### config.mk
export PLATFORM = sky130hd
export DESIGN_NAME = uart_tx_ctrl_flat
export DESIGN_NICKNAME = d
export VERILOG_FILES = /design/src/rtl/uart_tx_ctrl_if.sv /design/src/rtl/uart_tx_ctrl.sv /design/src/flat_wrapper.sv
export SDC_FILE = /design/constraint.sdc
export NUM_CORES = 1
export LEC_CHECK = 0
export BUFFER_PORTS_ARGS = -buffer_cell sky130_fd_sc_hd__buf_2
export CAP_MARGIN = 20
export CORE_MARGIN = 2
export CORE_UTILIZATION = 52
export CTS_BUF_LIST = sky130_fd_sc_hd__clkbuf_4
export DETAILED_ROUTE_END_ITERATION = 10
export GPL_TIMING_DRIVEN = 0
export PLACE_DENSITY = 0.92
export SETUP_SLACK_MARGIN = 0.1
export SYNTH_ARGS = -nofsm -noshare
export SYNTH_HDL_FRONTEND = slang
export SYNTH_SLANG_ARGS = --single-unit
### constraint.sdc
create_clock -name clk -period 2.1 [get_ports clk]
set_input_delay 0.42 -clock clk [delete_from_list [all_inputs] [get_ports clk]]
set_output_delay 0.42 -clock clk [all_outputs]
set_load 0.03 [all_outputs]
### src/rtl/uart_tx_ctrl_if.sv
// Host, baud-generator and serial-line signals of the UART transmit sequencer.
// The slave modport is the sequencer's view; master is the surrounding host/generator.
interface uart_tx_ctrl_if #(
    parameter int DATA_BITS = 8
);
    logic                 cfg_req;
    logic [15:0]          cfg_word;
    logic                 cfg_ack;
    logic                 latch;
    logic [15:0]          baud_word;
    logic                 baud_ena;
    logic                 tx_valid;
    logic [DATA_BITS-1:0] tx_data;
    logic                 tx_ready;
    logic                 txd;
    logic                 busy;

    modport slave (
        input  cfg_req, cfg_word, baud_ena, tx_valid, tx_data,
        output cfg_ack, latch, baud_word, tx_ready, txd, busy
    );

    modport master (
        output cfg_req, cfg_word, baud_ena, tx_valid, tx_data,
        input  cfg_ack, latch, baud_word, tx_ready, txd, busy
    );
endinterface

### src/rtl/uart_tx_ctrl.sv
// UART transmit sequencer: owns baud_gen configuration and shifts start/data/stop bits on ena ticks.
// txd changes one cycle after a sampled ena; tx_ready is dropped outside IDLE and whenever cfg_req is pending.
module uart_tx_ctrl #(
    parameter int          DATA_BITS = 8,
    parameter logic [15:0] DEF_BAUD  = 16'd434
) (
    input  logic           clk,
    input  logic           rst,
    uart_tx_ctrl_if.slave  bus
);
    localparam int             CW   = (DATA_BITS > 1) ? $clog2(DATA_BITS) : 1;
    localparam logic [CW-1:0]  LAST = CW'(DATA_BITS - 1);

    typedef enum logic [2:0] {INIT, IDLE, CFG, SYNC, START, DATA, STOP} state_t;

    state_t               state, state_nxt;
    logic [DATA_BITS-1:0] shift, shift_nxt;
    logic [CW-1:0]        bit_cnt, cnt_nxt;
    logic                 txd_q, txd_nxt;
    logic                 latch_q, latch_nxt;
    logic                 ack_q, ack_nxt;
    logic [15:0]          word_q, word_nxt;
    logic                 ready_q;
    logic                 busy_q;
    logic                 tx_ready;

    // A pending cfg_req masks ready in the same cycle so a byte is never
    // seen as accepted while IDLE is about to service the configuration.
    assign tx_ready      = ready_q & ~bus.cfg_req;
    assign bus.tx_ready  = tx_ready;
    assign bus.txd       = txd_q;
    assign bus.latch     = latch_q;
    assign bus.cfg_ack   = ack_q;
    assign bus.baud_word = word_q;
    assign bus.busy      = busy_q;

    always_comb begin
        state_nxt = state;
        shift_nxt = shift;
        cnt_nxt   = bit_cnt;
        txd_nxt   = txd_q;
        latch_nxt = 1'b0;
        ack_nxt   = 1'b0;
        word_nxt  = word_q;
        case (state)
            INIT: begin
                latch_nxt = 1'b1;
                word_nxt  = DEF_BAUD;
                state_nxt = IDLE;
            end
            IDLE: begin
                txd_nxt = 1'b1;
                if (bus.cfg_req) begin
                    latch_nxt = 1'b1;
                    ack_nxt   = 1'b1;
                    // Zero would make the generator wrap to a 65536-cycle period.
                    word_nxt  = (bus.cfg_word == 16'd0) ? 16'd1 : bus.cfg_word;
                    state_nxt = CFG;
                end else if (bus.tx_valid && tx_ready) begin
                    shift_nxt = bus.tx_data;
                    state_nxt = SYNC;
                end
            end
            CFG: state_nxt = IDLE;
            SYNC: begin
                if (bus.baud_ena) begin
                    txd_nxt   = 1'b0;
                    state_nxt = START;
                end
            end
            START: begin
                if (bus.baud_ena) begin
                    txd_nxt   = shift[0];
                    shift_nxt = shift >> 1;
                    cnt_nxt   = '0;
                    state_nxt = DATA;
                end
            end
            DATA: begin
                if (bus.baud_ena) begin
                    if (bit_cnt == LAST) begin
                        txd_nxt   = 1'b1;
                        state_nxt = STOP;
                    end else begin
                        txd_nxt   = shift[0];
                        shift_nxt = shift >> 1;
                        cnt_nxt   = bit_cnt + 1'b1;
                    end
                end
            end
            STOP: begin
                if (bus.baud_ena) begin
                    state_nxt = IDLE;
                end
            end
            default: state_nxt = INIT;
        endcase
    end

    always_ff @(posedge clk or negedge rst) begin
        if (!rst) begin
            state   <= INIT;
            shift   <= '0;
            bit_cnt <= '0;
            txd_q   <= 1'b1;
            latch_q <= 1'b0;
            ack_q   <= 1'b0;
            word_q  <= DEF_BAUD;
            ready_q <= 1'b0;
            busy_q  <= 1'b1;
        end else begin
            state   <= state_nxt;
            shift   <= shift_nxt;
            bit_cnt <= cnt_nxt;
            txd_q   <= txd_nxt;
            latch_q <= latch_nxt;
            ack_q   <= ack_nxt;
            word_q  <= word_nxt;
            ready_q <= (state_nxt == IDLE);
            busy_q  <= (state_nxt != IDLE);
        end
    end
endmodule
### src/flat_wrapper.sv
// flat-port wrapper written by rule: the top's interface ports become plain ports
module uart_tx_ctrl_flat 
#(
    parameter int          DATA_BITS = 8,
    parameter logic [15:0] DEF_BAUD  = 16'd434
)
  (clk, rst, bus_cfg_req, bus_cfg_word, bus_baud_ena, bus_tx_valid, bus_tx_data, bus_cfg_ack, bus_latch, bus_baud_word, bus_tx_ready, bus_txd, bus_busy);
  uart_tx_ctrl_if #(.DATA_BITS(DATA_BITS)) bus_i ();
  input  logic clk;
  input  logic rst;
  input wire logic [$bits(bus_i.cfg_req)-1:0] bus_cfg_req;
  input wire logic [$bits(bus_i.cfg_word)-1:0] bus_cfg_word;
  input wire logic [$bits(bus_i.baud_ena)-1:0] bus_baud_ena;
  input wire logic [$bits(bus_i.tx_valid)-1:0] bus_tx_valid;
  input wire logic [$bits(bus_i.tx_data)-1:0] bus_tx_data;
  output wire logic [$bits(bus_i.cfg_ack)-1:0] bus_cfg_ack;
  output wire logic [$bits(bus_i.latch)-1:0] bus_latch;
  output wire logic [$bits(bus_i.baud_word)-1:0] bus_baud_word;
  output wire logic [$bits(bus_i.tx_ready)-1:0] bus_tx_ready;
  output wire logic [$bits(bus_i.txd)-1:0] bus_txd;
  output wire logic [$bits(bus_i.busy)-1:0] bus_busy;
  assign bus_i.cfg_req = bus_cfg_req;
  assign bus_i.cfg_word = bus_cfg_word;
  assign bus_i.baud_ena = bus_baud_ena;
  assign bus_i.tx_valid = bus_tx_valid;
  assign bus_i.tx_data = bus_tx_data;
  assign bus_cfg_ack = bus_i.cfg_ack;
  assign bus_latch = bus_i.latch;
  assign bus_baud_word = bus_i.baud_word;
  assign bus_tx_ready = bus_i.tx_ready;
  assign bus_txd = bus_i.txd;
  assign bus_busy = bus_i.busy;
  uart_tx_ctrl #(.DATA_BITS(DATA_BITS), .DEF_BAUD(DEF_BAUD)) u_core (.clk(clk), .rst(rst), .bus(bus_i));
endmodule
==> summary.md <==
| Metric | Value |
|---|---|
| Outcome | finished, final reports clean |
| Synth top cells by count | 28 x dfrtp_1, 10 x a22o_1, 9 x nor2_1 |
| Met3 Routed Length | 102 um |
| Mapped Avg Cell Area | 11.6 um2 |
| Final HPWL from detailed placement | 2.42 mm |
| R2R depth | 6 |
| Skew-Pair Late Insertion Delay | 0.35 ns |
| Register area share after synthesis | 54.3% |
| Max-cap viol count | 0 |
| TritonCTS clock tree | yes |
| Routed Antenna Nets | 0 |
| Most common cell in the netlist | dfrtp_1 |
| Slew Limit Headroom | 50.5% |
| Setup WS post-layout | 0.368 ns |
| Final worst path period need | 1.73 ns |
| CP max FO | 7 |
| Synthesized area | 1630 um2 |
| Overall routed net length | 3.27 mm |
| Fraction of final layout cells sized beyond drive strength 1 | 41.9% |
| Final setup fails | 0 |
| Max rail drop VDD | 0.917 mV |
| Vias in the first global route | 1193 |
| Antenna diode count | 0 |
| Slew of the pin with the lowest slew margin | 0.742 ns |
| Mapped Nets | 172 |
| Reg2Reg Launch Point | u_core.bit_cnt[0] |
| Cts hold-fix bufs | 0 |
| Critical Path Start | u_core.bit_cnt[0] |
| Post-Syn Instances | 141 |
| Clk buf depth | 2 |
| Cts bufs inserted | 5 |
| Routed wire length per instance | 13.5 um |
| Routed wl met2 | 1.62 mm |
| Synth Warn # | 0 |
| CP required | 2.37 ns |
| Layout Cells excl Fill | 242 |
| Fin. Hold Viols | 0 |
| Yosys cell types | 38 |
| Resize count post-CTS | 0 |
| Clk_skew | 0.00891 ns |
| Worst endpoint data arrival time | 2.01 ns |
| Async set or reset register ratio after synthesis | 100% |
| Top Ports | 50 |
| Post-synth EDFFs | 0 |
| Post-layout util | 65.6% |
| Port-buffer cells | 49 |
| RSZ-0062 raised after global routing | false |
| Met1 WL | 1.50 mm |
| Post-place setup slack | 0.392 ns |
| DRC | 0 |
| Post-synth top area cell | dfrtp_1 |
| Highest metal used | met4 |
| GPL Wtd Cong | 0.763 |
| All-Layer GR Usage | 20.5% |
| Initial antenna violation count | 0 |
| Total power | 3.08 mW |
| Fmax | 577 MHz |
| Largest net degree at the start of global routing | 36 |
| Setup TNS | 0 ns |
| Nets | 228 |
| 1st-iter DRT viols | 43 |
| Synth top area share | 43.0% |
| Remaining Overflow, GRT | 0 |
| Pre-antenna DRT Iters | 4 |
| Vias per inst | 5.18 |
| Hold WC Path Type | input port to async pin |
| WS Path Type | flip-flop to flip-flop |
| Post CTS Setup Buffer Count | 0 |
| Die span in y | 60.0 um |
| R2R Path End | u_core.bus.txd |
| Area delta synth->final | 22.0% |
| # rows | 20 |
| CTS root buffer | clkbuf_4 |
| Period utilization | 82.5% |
| Die ar. | 3600 um2 |
| Post-synthesis sequential element count | 35 |
| Top FF cell, synth | dfrtp_1 |
| Crit. End Element | flip-flop |
| Final number of max-transition violations | 0 |
| Sinks on Clock Net | 35 |
| Leakage | 1.02 nW |
| CP startpoint kind | flip-flop |
| Pwr/cell area | 1550 nW/um2 |
| Initial Utilization | 53.8% |
| Core ar. | 3030 um2 |
| Die extent in x | 60.0 um |
| Top post-synthesis cells by area | dfrtp_1 43%, dfstp_2 11%, a22o_1 5.4%, mux2i_1 4.3%, o22a_1 2.7% |
| Via count | 1254 |
| Clock Pin Slew Worst Setup and Hold Paths | 0.11 ns |
| Register-to-register setup slack | 0.37 ns |
| CTS H-Tree Depth | 2 |
| First-pass GRT wire length | 5.36 mm |
| Dpl cells | 234 |
-- cells by family (layout without fill, tap and decap cells) --
family                   after synthesis  count (layout)  synth area share [%]
AND/OR/NAND/NOR                       38              38                  13.5
multiplexers                           8               8                  5.22
flip-flops                            35              35                  54.3
buffers and inverters                 14              71                  5.07
AO/OA/AOI/OAI                         44              44                  20.4
adder cells (fa/ha/maj)                2               2                  1.54
-- worst max-delay path, stage by stage, from the launching register on --
cell     delay (ns)
dfrtp_1        0.42
ha_1           0.22
ha_1           0.27
and2_1         0.22
o21ai_0        0.14
o21ai_0        0.09
a221o_1        0.29
-- report_power, final --
| part | switching, mW | leakage [nW] | internal, mW |
|---|---|---|---|
| combinational | 0.926 | 0.562 | 0.585 |
| sequential | 0.173 | 0.422 | 1.03 |
| clock | 0.221 | 0.0317 | 0.142 |
| total | 1.32 | 1.02 | 1.76 |
-- how the worst max path moves through the flow --
| stage | end | depth (start not counted) |
|---|---|---|
| floorplan | u_core.bus.txd | 6 |
| global placement | u_core.shift[6] | 7 |
| detailed placement | u_core.bus.txd | 6 |
| CTS | u_core.bus.txd | 6 |
| global route | u_core.ready_q | 6 |
| finish | u_core.bus.txd | 6 |
-- sequential cells by signal, summed over array words and instances (netlist names) --
register,count
u_core.bus.baud_word,16
u_core.shift,8
u_core.bit_cnt,3
u_core.state,3
u_core.bus.busy,1
u_core.bus.cfg_ack,1
u_core.bus.latch,1
u_core.bus.txd,1
u_core.ready_q,1
-- metrics by stage --
stage          area, um2  hold slack, ns
2_1_floorplan       1630           0.124
3_3_place_gp        1930           0.459
3_5_place_dp        1930           0.471
4_1_cts             1990           0.144
5_1_grt             1990           0.165
6_report            1990           0.127
-- layer usage --
| metal | track usage, % | vias to the layer above |
|---|---|---|
| li1 | - | 627 |
| met1 | 25.2 | 603 |
| met2 | 34.5 | 18 |
| met3 | 6.49 | 6 |
| met4 | 5.71 | 0 |
| met5 | 0 | - |
-- cells in the final DEF (no fill, tap or decap), drive strengths merged, types with 2 or more instances in the layout --
cell type	n
inv	7
o22a	5
and3	3
nor4	4
nor2b	3
mux2i	7
o21ai	10
dfrtp	28
ha	2
a22o	10
buf	56
a22oi	2
dfstp	7
nor2	12
nand3	3
clkbuf	6
a21oi	10
nand2	8
-- area by class of cell --
type                    instances  area [um2]
clock inverters                 2        12.5
clock buffers                   6        45.0
flip-flops and latches         35         885
fillers                       224        1040
multi-input cells              92         662
repair buffers                 49         245
well taps                      44        55.1
inverters                       7        26.3
plain buffers                   7        56.3
No activity file was read; power rests on OpenSTA's default activity.
